--- config.mk ---
export PLATFORM = sky130hd
export DESIGN_NAME = fetch
export DESIGN_NICKNAME = d
export VERILOG_FILES = /design/src/rtl/fetch.sv
export SDC_FILE = /design/constraint.sdc
export NUM_CORES = 1
export LEC_CHECK = 0
export BUFFER_PORTS_ARGS = -buffer_cell sky130_fd_sc_hd__buf_2
export CAP_MARGIN = 10
export CORE_AREA = 8 8 247 249
export DETAILED_ROUTE_END_ITERATION = 6
export DIE_AREA = 0 0 255 257
export SLEW_MARGIN = 20
export SYNTH_ARGS = -nofsm -noshare
export SYNTH_HDL_FRONTEND = slang
export SYNTH_SLANG_ARGS = --single-unit
--- constraint.sdc ---
create_clock -name clk -period 4.05 [get_ports clk]
set_input_delay 0.405 -clock clk [delete_from_list [all_inputs] [get_ports clk]]
set_output_delay 0.405 -clock clk [all_outputs]
set_load 0.03 [all_outputs]
--- src/rtl/fetch.sv ---
// Instruction fetch stage: holds the PC, issues credit-limited imem reads, buffers in-order
// responses for decode and flushes on redirect. Define FETCH_MISALIGN_CHECK_EN to add o_misaligned.
module fetch #(
    parameter logic [31:0] RESET_PC   = 32'h0000_0000,
    parameter int unsigned FIFO_DEPTH = 4
) (
    input  logic        clk,
    input  logic        clk_en,
    input  logic        rst,
    output logic        o_imem_req_valid,
    input  logic        i_imem_req_ready,
    output logic [31:0] o_imem_addr,
    input  logic        i_imem_rsp_valid,
    input  logic [31:0] i_imem_rsp_data,
    input  logic        i_redirect,
    input  logic [31:0] i_redirect_pc,
    output logic [31:0] o_instruction,
    output logic [31:0] o_pc,
    output logic        o_valid,
`ifdef FETCH_MISALIGN_CHECK_EN
    output logic        o_misaligned,
`endif
    input  logic        i_ready
);

    localparam int unsigned AW = (FIFO_DEPTH > 1) ? $clog2(FIFO_DEPTH) : 1;
    localparam int unsigned CW = AW + 1;
    localparam logic [CW:0] DEPTH_LIM = (CW + 1)'(FIFO_DEPTH);

    logic [31:0]   pc_q, pc_d;
    logic [CW-1:0] outst_q, outst_d;
    logic [CW-1:0] drop_q, drop_d;

    logic [31:0]   fifo_instr_q [FIFO_DEPTH];
    logic [31:0]   fifo_pc_q    [FIFO_DEPTH];
    logic [AW-1:0] fifo_wr_q, fifo_wr_d;
    logic [AW-1:0] fifo_rd_q, fifo_rd_d;
    logic [CW-1:0] fifo_cnt_q, fifo_cnt_d;

    logic [31:0]   pcq_q [FIFO_DEPTH];
    logic [AW-1:0] pcq_wr_q, pcq_wr_d;
    logic [AW-1:0] pcq_rd_q, pcq_rd_d;

    logic [31:0]   redirect_target;
    logic          inhibit;
    logic [CW:0]   in_use;
    logic          credit;
    logic          req_fire;
    logic          rsp_fire;
    logic          push;
    logic          pop;
    logic          fifo_empty;

`ifdef FETCH_MISALIGN_CHECK_EN
    logic misal_q, misal_d;

    assign redirect_target = i_redirect_pc;
    assign inhibit         = misal_q;
    assign o_misaligned    = misal_q;
`else
    logic unused_redirect_lsbs;

    assign redirect_target      = {i_redirect_pc[31:2], 2'b00};
    assign inhibit              = 1'b0;
    assign unused_redirect_lsbs = ^i_redirect_pc[1:0];
`endif

    // Old-path responses still in flight count against credit, so new requests wait for them.
    assign in_use     = {1'b0, outst_q} + {1'b0, fifo_cnt_q};
    assign credit     = (in_use < DEPTH_LIM);
    assign fifo_empty = (fifo_cnt_q == '0);

    assign o_imem_req_valid = !rst && !i_redirect && credit && (drop_q == '0) && !inhibit;
    assign o_imem_addr      = pc_q;

    assign req_fire = o_imem_req_valid && i_imem_req_ready && clk_en;
    assign rsp_fire = !rst && i_imem_rsp_valid && clk_en;
    assign push     = rsp_fire && (drop_q == '0) && !i_redirect;
    assign pop      = !rst && !fifo_empty && i_ready && clk_en;

    always_comb begin
        o_valid       = !fifo_empty;
        o_instruction = '0;
        o_pc          = '0;
        if (!fifo_empty) begin
            o_instruction = fifo_instr_q[fifo_rd_q];
            o_pc          = fifo_pc_q[fifo_rd_q];
        end
`ifdef FETCH_MISALIGN_CHECK_EN
        if (misal_q) begin
            o_pc = pc_q;
        end
`endif
    end

    always_comb begin
        pc_d       = pc_q;
        outst_d    = outst_q;
        drop_d     = drop_q;
        fifo_wr_d  = fifo_wr_q;
        fifo_rd_d  = fifo_rd_q;
        fifo_cnt_d = fifo_cnt_q;
        pcq_wr_d   = pcq_wr_q;
        pcq_rd_d   = pcq_rd_q;
`ifdef FETCH_MISALIGN_CHECK_EN
        misal_d    = misal_q;
`endif
        if (clk_en) begin
            if (req_fire) begin
                pc_d     = pc_q + 32'd4;
                pcq_wr_d = pcq_wr_q + AW'(1);
            end
            if (push) begin
                pcq_rd_d  = pcq_rd_q + AW'(1);
                fifo_wr_d = fifo_wr_q + AW'(1);
            end
            if (pop) begin
                fifo_rd_d = fifo_rd_q + AW'(1);
            end
            fifo_cnt_d = fifo_cnt_q + CW'(push) - CW'(pop);
            outst_d    = outst_q + CW'(req_fire) - CW'(rsp_fire);
            if (rsp_fire && (drop_q != '0)) begin
                drop_d = drop_q - CW'(1);
            end
            // Every request still in flight after this edge belongs to the old path.
            if (i_redirect) begin
                pc_d       = redirect_target;
                drop_d     = outst_q - CW'(i_imem_rsp_valid);
                fifo_wr_d  = '0;
                fifo_rd_d  = '0;
                fifo_cnt_d = '0;
                pcq_wr_d   = '0;
                pcq_rd_d   = '0;
`ifdef FETCH_MISALIGN_CHECK_EN
                misal_d    = (i_redirect_pc[1:0] != 2'b00);
`endif
            end
        end
    end

    always_ff @(posedge clk) begin
        if (rst) begin
            pc_q       <= RESET_PC;
            outst_q    <= '0;
            drop_q     <= '0;
            fifo_wr_q  <= '0;
            fifo_rd_q  <= '0;
            fifo_cnt_q <= '0;
            pcq_wr_q   <= '0;
            pcq_rd_q   <= '0;
`ifdef FETCH_MISALIGN_CHECK_EN
            misal_q    <= 1'b0;
`endif
        end else begin
            pc_q       <= pc_d;
            outst_q    <= outst_d;
            drop_q     <= drop_d;
            fifo_wr_q  <= fifo_wr_d;
            fifo_rd_q  <= fifo_rd_d;
            fifo_cnt_q <= fifo_cnt_d;
            pcq_wr_q   <= pcq_wr_d;
            pcq_rd_q   <= pcq_rd_d;
`ifdef FETCH_MISALIGN_CHECK_EN
            misal_q    <= misal_d;
`endif
        end
    end

    // Payload storage needs no reset; occupancy is tracked by the pointers above.
    always_ff @(posedge clk) begin
        if (req_fire) begin
            pcq_q[pcq_wr_q] <= pc_q;
        end
        if (push) begin
            fifo_instr_q[fifo_wr_q] <= i_imem_rsp_data;
            fifo_pc_q[fifo_wr_q]    <= pcq_q[pcq_rd_q];
        end
    end

endmodule

==> results.toml, run 1 <==
[placed_design]
port-buffer-count = 162
gp_congestion = 0.7720
dp_hpwl_um = 23890

[timing]
slew_violations = 0
max_clock_freq_ghz = 0.3196
period_share = 0.7727
tightestPinTransition_ps = 1028
relSlewSlack = 0.3146
period_minus_slack_ps = 3129
fin_tns_setup_ps = 0
rsz0062_at_grt = "no"
hold_viol = 0
finalSetupViolCount = 0
finClkSkew_ps = 19.50

[yosys]
synth_area_per_cell_um2 = 17.93
yosysSeqAreaShare = 0.7141
syn_area_mm2 = 0.01690
yosys_warnings = 0
ys_ff_latch = 419
syn_inst = 943
async_flop_share = 0
ys.flop_type = "edfxtp_1"
synth_enable_flop_cells = 368
yosysUniqueCellTypes = 63

[clock_tree]
cts_made_buffers = 46
insertion_delay_ps = 580
root_buffer = "clkbuf_16"
clk_pin_slew_ps = 60
cts.repair.resized = 0
postCtsSetupRepairBufs = 0
cts_buffer_depth = 3
hold_buffers = 0
h-tree-depth = 2
cts.sinks = 419
cts_tree = "done"

[routing]
vias = 9096
routed_wl_um = 38870
postRouteAntennaNets = 0
drt_iter0_markers = 483
drt-pass1-iter-count = 5
vias_per_cell = 4.757
drc_errors = 0
wire_per_inst_um = 20.33

[final_layout]
final_cell_mix = "edfxtp_1 (368), buf_2 (162), mux4_2 (92)"
drive_gt1_frac = 0.3200
multi_input_area_mm2 = 0.004456
fillCellCount = 5501
antenna_cells = 0
fin_nets = 1205
syn_to_final_growth_pct = 19.02
ff_latch_area_mm2 = 0.01208
layout_commonest_cell = "edfxtp_1"

[worst_setup_path]
path_max_fanout = 27
worst_ep_required_time_ps = 3640
worstSetupStartpointType = "flip-flop"
path_class = "flip-flop to primary output"
endpoint_kind = "primary output"
crit_arrival_ps = 2720

[run]
drv_cap = 0

[floorplanning]
die_area_mm2 = 0.06554
start_util = 0.2964
core_area_mm2 = 0.05703
row_count = 88
ios = 169
die_h_um = 257
dieWidth_um = 255

[global_route]
gr-total-overflow = 0
gr-usage-all-layers = 0.1176
grt_pass1_wl_um = 59110
grt_pass1_vias = 9682
antenna_found_initial = 0
grt_max_degree = 64

[power_and_ir_drop]
p_per_area_mw_per_mm2 = 468.7
irDropWorstVdd_uv = 413.6
leakage_nw = 6.727
power_mw = 9.430

[hold_path]
hold_class = "input pin to flip-flop"

[outcome]
outcome = "complete, no violations"
==> synth_stat cells, drive strengths merged, types with 2 or more instances <==
library cell,count,area share
and3,3,0.0011
buf,33,0.013
o21a,2,0.00089
mux2i,8,0.0047
xor2,3,0.0016
inv,20,0.0044
o41ai,2,0.0010
nor2b,2,0.00074
a32o,3,0.0018
ha,19,0.014
or4,2,0.00089
fa,2,0.0024
or3,6,0.0022
o221a,5,0.0033
nand4,11,0.0052
xnor2,3,0.0016
nor2,38,0.0084
edfxtp,368,0.65
a31oi,4,0.0015
a22oi,5,0.0022
nand2b,2,0.00074
a21oi,32,0.0095
nand2,23,0.0051
mux4,92,0.12
and2,71,0.026
and4,7,0.0038
nor4,4,0.0027
dfxtp,51,0.060
a211oi,17,0.0075
nand3,19,0.0059
o31ai,9,0.0040
a31o,2,0.0010
o21ai,20,0.0059
clkbuf,29,0.0064
nor3,7,0.0024
a41o,5,0.0031
==> state kept, by name, indices dropped and copies added, names as in the netlist, named ones only <==
register and count:
pcq_wr_q 2, fifo_pc_q 120, drop_q 3, fifo_cnt_q 3
fifo_rd_q 2, fifo_wr_q 2, fifo_instr_q 128, outst_q 3
o_imem_addr 30, pcq_q 120, pcq_rd_q 2
==> final timing paths <==
path / endpoint / cells after the start / from / slack (ps)
setup / recovery: o_pc[3] / 4 / flip-flop / 920
hold / removal: fifo_instr_q[3][3] / 1 / i_imem_rsp_data[3] / 40
setup reg to reg: outst_q[2] / 14 / outst_q[2] / 1050
hold reg to reg: flip-flop / 2 / pcq_rd_q[1] / 490
==> critical path, cell delays in order, from the launching register on <==
cell and delay (ps):
dfxtp_4 730, buf_4 430, mux4_2 560, and2_1 190, buf_2 180
==> where the power goes <==
| group | switching, mW | internal, mW |
|---|---|---|
| sequential | 0.0737 | 4.74 |
| clock | 1.71 | 2.55 |
| combinational | 0.226 | 0.134 |
| total | 2.01 | 7.42 |
==> per-stage QoR <==
step,instance area [µm²],setup WS (ps),cells,hold slack [ps],utilization
detailed placement,18570,1030,1830,479.0,0.3256
global placement,18570,979.8,1830,460.0,0.3256
CTS,20120,777.8,1912,1.544,0.3527
floorplan,16920,953.5,946,453.7,-
global route,20120,729.2,1912,19.63,0.3527
finish,20120,920.7,1912,44.27,0.3527
==> routing by layer <==
layer / vias up / track usage / routed length [µm]
li1: 4105 / - / -
met1: 4697 / 0.1528 / 17060
met2: 241 / 0.1949 / 18620
met3: 53 / 0.02692 / 2424
met4: 0 / 0.03381 / 764
met5: - / 0 / 0
==> cell families after synthesis <==
group                    after synthesis  synth area share
adder cells (fa/ha/maj)               21           0.01643
flip-flops                           419            0.7141
AO/OA/AOI/OAI                        115           0.04737
other                                  1         0.0002218
multiplexers                         101            0.1280
XOR/XNOR                               6          0.003109
AND/OR/NAND/NOR                      198           0.06714
buffers and inverters                 82           0.02361
==> area by class of cell <==
cell class | count | share of cell area
timing repair buffer | 181 | 0.04988
inverter | 20 | 0.003732
tap | 765 | 0.04758
clock inverter | 29 | 0.01828
sequential | 419 | 0.6005
multi-input combinational | 445 | 0.2215
clock buffer | 53 | 0.05852
Power figures use the tool's default switching activity.
==> run 2, diff against run 1 <==
==> constraint.sdc (replaced) <==
create_clock -name clk -period 2.5 [get_ports clk]
set_input_delay 0.25 -clock clk [delete_from_list [all_inputs] [get_ports clk]]
set_output_delay 0.25 -clock clk [all_outputs]
set_load 0.03 [all_outputs]
==> run 2 against run 1 <==
The run now ends with negative setup slack left. Sequential share of layout area decreased by 3.4 points. Count of clock-buffer cells in the layout increased by 5. Clock power grew 52%. Critical endpoint is now fifo_cnt_q[2]. Largest power group unchanged.
==> results.toml, run 2 (same netlist as run 1, synthesis figures left out) <==
[outcome]
outcome = "finished with violations"
violations = "negative setup slack"

[floorplanning]
start_util = 0.2964
ios = 169
die_h_um = 257
die_area_mm2 = 0.06554
row_count = 88
core_area_mm2 = 0.05703
dieWidth_um = 255

[final_layout]
fin_nets = 1316
layout_commonest_cell = "edfxtp_1"
top_regs = "fifo_instr_q (128), fifo_pc_q (120), pcq_q (120)"
final_area_mm2 = 0.02133
fillCellCount = 5375
largest_register_ffs = 128
final_cell_mix = "edfxtp_1 (368), buf_2 (158), mux4_2 (92)"
antenna_cells = 0
syn_to_final_growth_pct = 26.18
drive_gt1_frac = 0.3720
top_register = "fifo_instr_q"

[global_route]
grt_pass1_vias = 9888
grt_max_degree = 64
gr-max-usage-layer = "met2"
use_met2 = 0.2034
gr-total-overflow = 0
antenna_found_initial = 1
met1_usage = 0.1621
met3_usage = 0.02661
gr-usage-all-layers = 0.1232
grt_pass1_wl_um = 61750

[power_and_ir_drop]
power_mw = 15.03
irDropWorstVdd_uv = 426.5
leakage_nw = 7.295
p_per_area_mw_per_mm2 = 704.5

[timing]
slew_violations = 0
tightestPinTransition_ps = 546.6
finClkSkew_ps = 20.10
fin_tns_setup_ps = -32.48
period_minus_slack_ps = 2532
relSlewSlack = 0.6356
max_clock_freq_ghz = 0.3949
hold_viol = 0
rsz0062_at_grt = "yes"
period_share = 1.013
setup_ws_ps = -32.48
finalSetupViolCount = 1

[worst_setup_path]
path_max_fanout = 2
r2r_slack_ps = -30
endpoint = "fifo_cnt_q[2]"
critPathLaunch = "fifo_cnt_q[0]"
cpPeakStageDelay_ps = 390
reg2reg_from = "fifo_cnt_q[0]"
endpoint_kind = "flip-flop"
r2r_cells = 12
slowest_stage = "fa_2"
crit_path_cell_trace = "or3_4 -> and4_1 -> ha_1 -> inv_1 -> ha_2 -> inv_2 -> fa_2 -> xor2_2 -> mux2i_1 -> nor2_1 -> a21oi_1 -> nor2_1"
worstSetupStartpointType = "flip-flop"
path_class = "flip-flop to flip-flop"
cpMostUsedCell = "nor2_1"
worst_ep_required_time_ps = 2950
crit_arrival_ps = 2980
r2r-end = "fifo_cnt_q[2]"

[routing]
drc_errors = 0
drt-pass1-iter-count = 4
vias = 9528
wire_per_inst_um = 20.38
postRouteAntennaNets = 0
drt_iter0_markers = 605
vias_per_cell = 4.710
routed_wl_um = 41220

[placed_design]
gp_congestion = 0.8393
pre_cts_ws_ps = -147.3
dpl_cell_area_mm2 = 0.01917
dp_hpwl_um = 26480
port-buffer-count = 162

[hold_path]
hold_class = "input pin to flip-flop"

[clock_tree]
cts_made_buffers = 46
h-tree-depth = 2
cts_buffer_depth = 3
root_buffer = "clkbuf_16"
insertion_delay_ps = 570
clk_pin_slew_ps = 60
cts_tree = "done"
cts.sinks = 419

[run]
drv_cap = 0
## run 2: changes by cell type in the layout (fill, tap and decap cells not counted), moves of 5 or more
cell	delta
buf_4	+54
dlygate4sd3_1	+38
buf_12	+14
dfxtp_1	-6
buf_6	+5
bufinv_16	-5
dfxtp_2	+5
## run 2: how the worst min path moves through the flow
stage,startpoint,end,slack [ps],cells past startpoint
CTS,i_redirect_pc[23],o_imem_addr[23],2,4
global placement,pcq_rd_q[1],flip-flop,460,2
detailed placement,rst,drop_q[1],470,2
floorplan,i_imem_rsp_data[0],fifo_instr_q[0][0],350,0
global route,i_redirect_pc[23],o_imem_addr[23],20,4
finish,i_redirect_pc[26],o_imem_addr[26],40,3
## run 2: timing repair
action | in CTS | in global routing
endpoints found under the hold margin | 134 | 0
resized for setup | 26 | 6
buffers inserted | 5 | 10
setup endpoints to repair | 58 | 37
pin swaps | 7 | 2
gates cloned | 1 | 2
hold buffers | 38 | 0
## run 2: area by class of cell
cell class                      count  area (µm²)  share of cell area
Inverter                           20       75.07            0.003520
Clock inverter                     24       202.7            0.009503
Multi-Input combinational cell    445        4554              0.2135
Tap cell                          765       957.2             0.04488
Sequential cell                   419       12090              0.5669
Timing Repair Buffer              292        2191              0.1027
Clock buffer                       58        1257             0.05895
## run 2: critical path, delay by kind of cell, from the launching register on
| family | cells | cell delay [ps] |
|---|---|---|
| adders and majority gates | 3 | 820 |
| and+or+nand+nor | 4 | 690 |
| DFF | 1 | 320 |
| muxes | 1 | 200 |
| AOI/OAI and AO/OA | 1 | 150 |
| xor gates and xnor gates | 1 | 140 |
| buffers and inverters | 2 | 100 |
## run 2: power breakdown
group          internal (mW)  total, mW  switching (mW)
Combinational          0.334      0.803           0.469
Clock                   3.78       6.49            2.71
Sequential              7.68       7.73          0.0545
## run 2: layer usage
metal  routed length [µm]  share of wire
met4                  850          0.021
met1                17720           0.43
met2                19860           0.48
met5                    0              0
met3                 2796          0.068
## run 2: per-stage QoR
step	cells	hold slack, ps	utilization
after floorplan	946	348.9	-
after global placement	1885	461.6	0.3362
after detailed placement	1885	468.6	0.3362
after CTS	2011	1.899	0.3710
after global routing	2023	18.63	0.3740
final	2023	42.06	0.3740
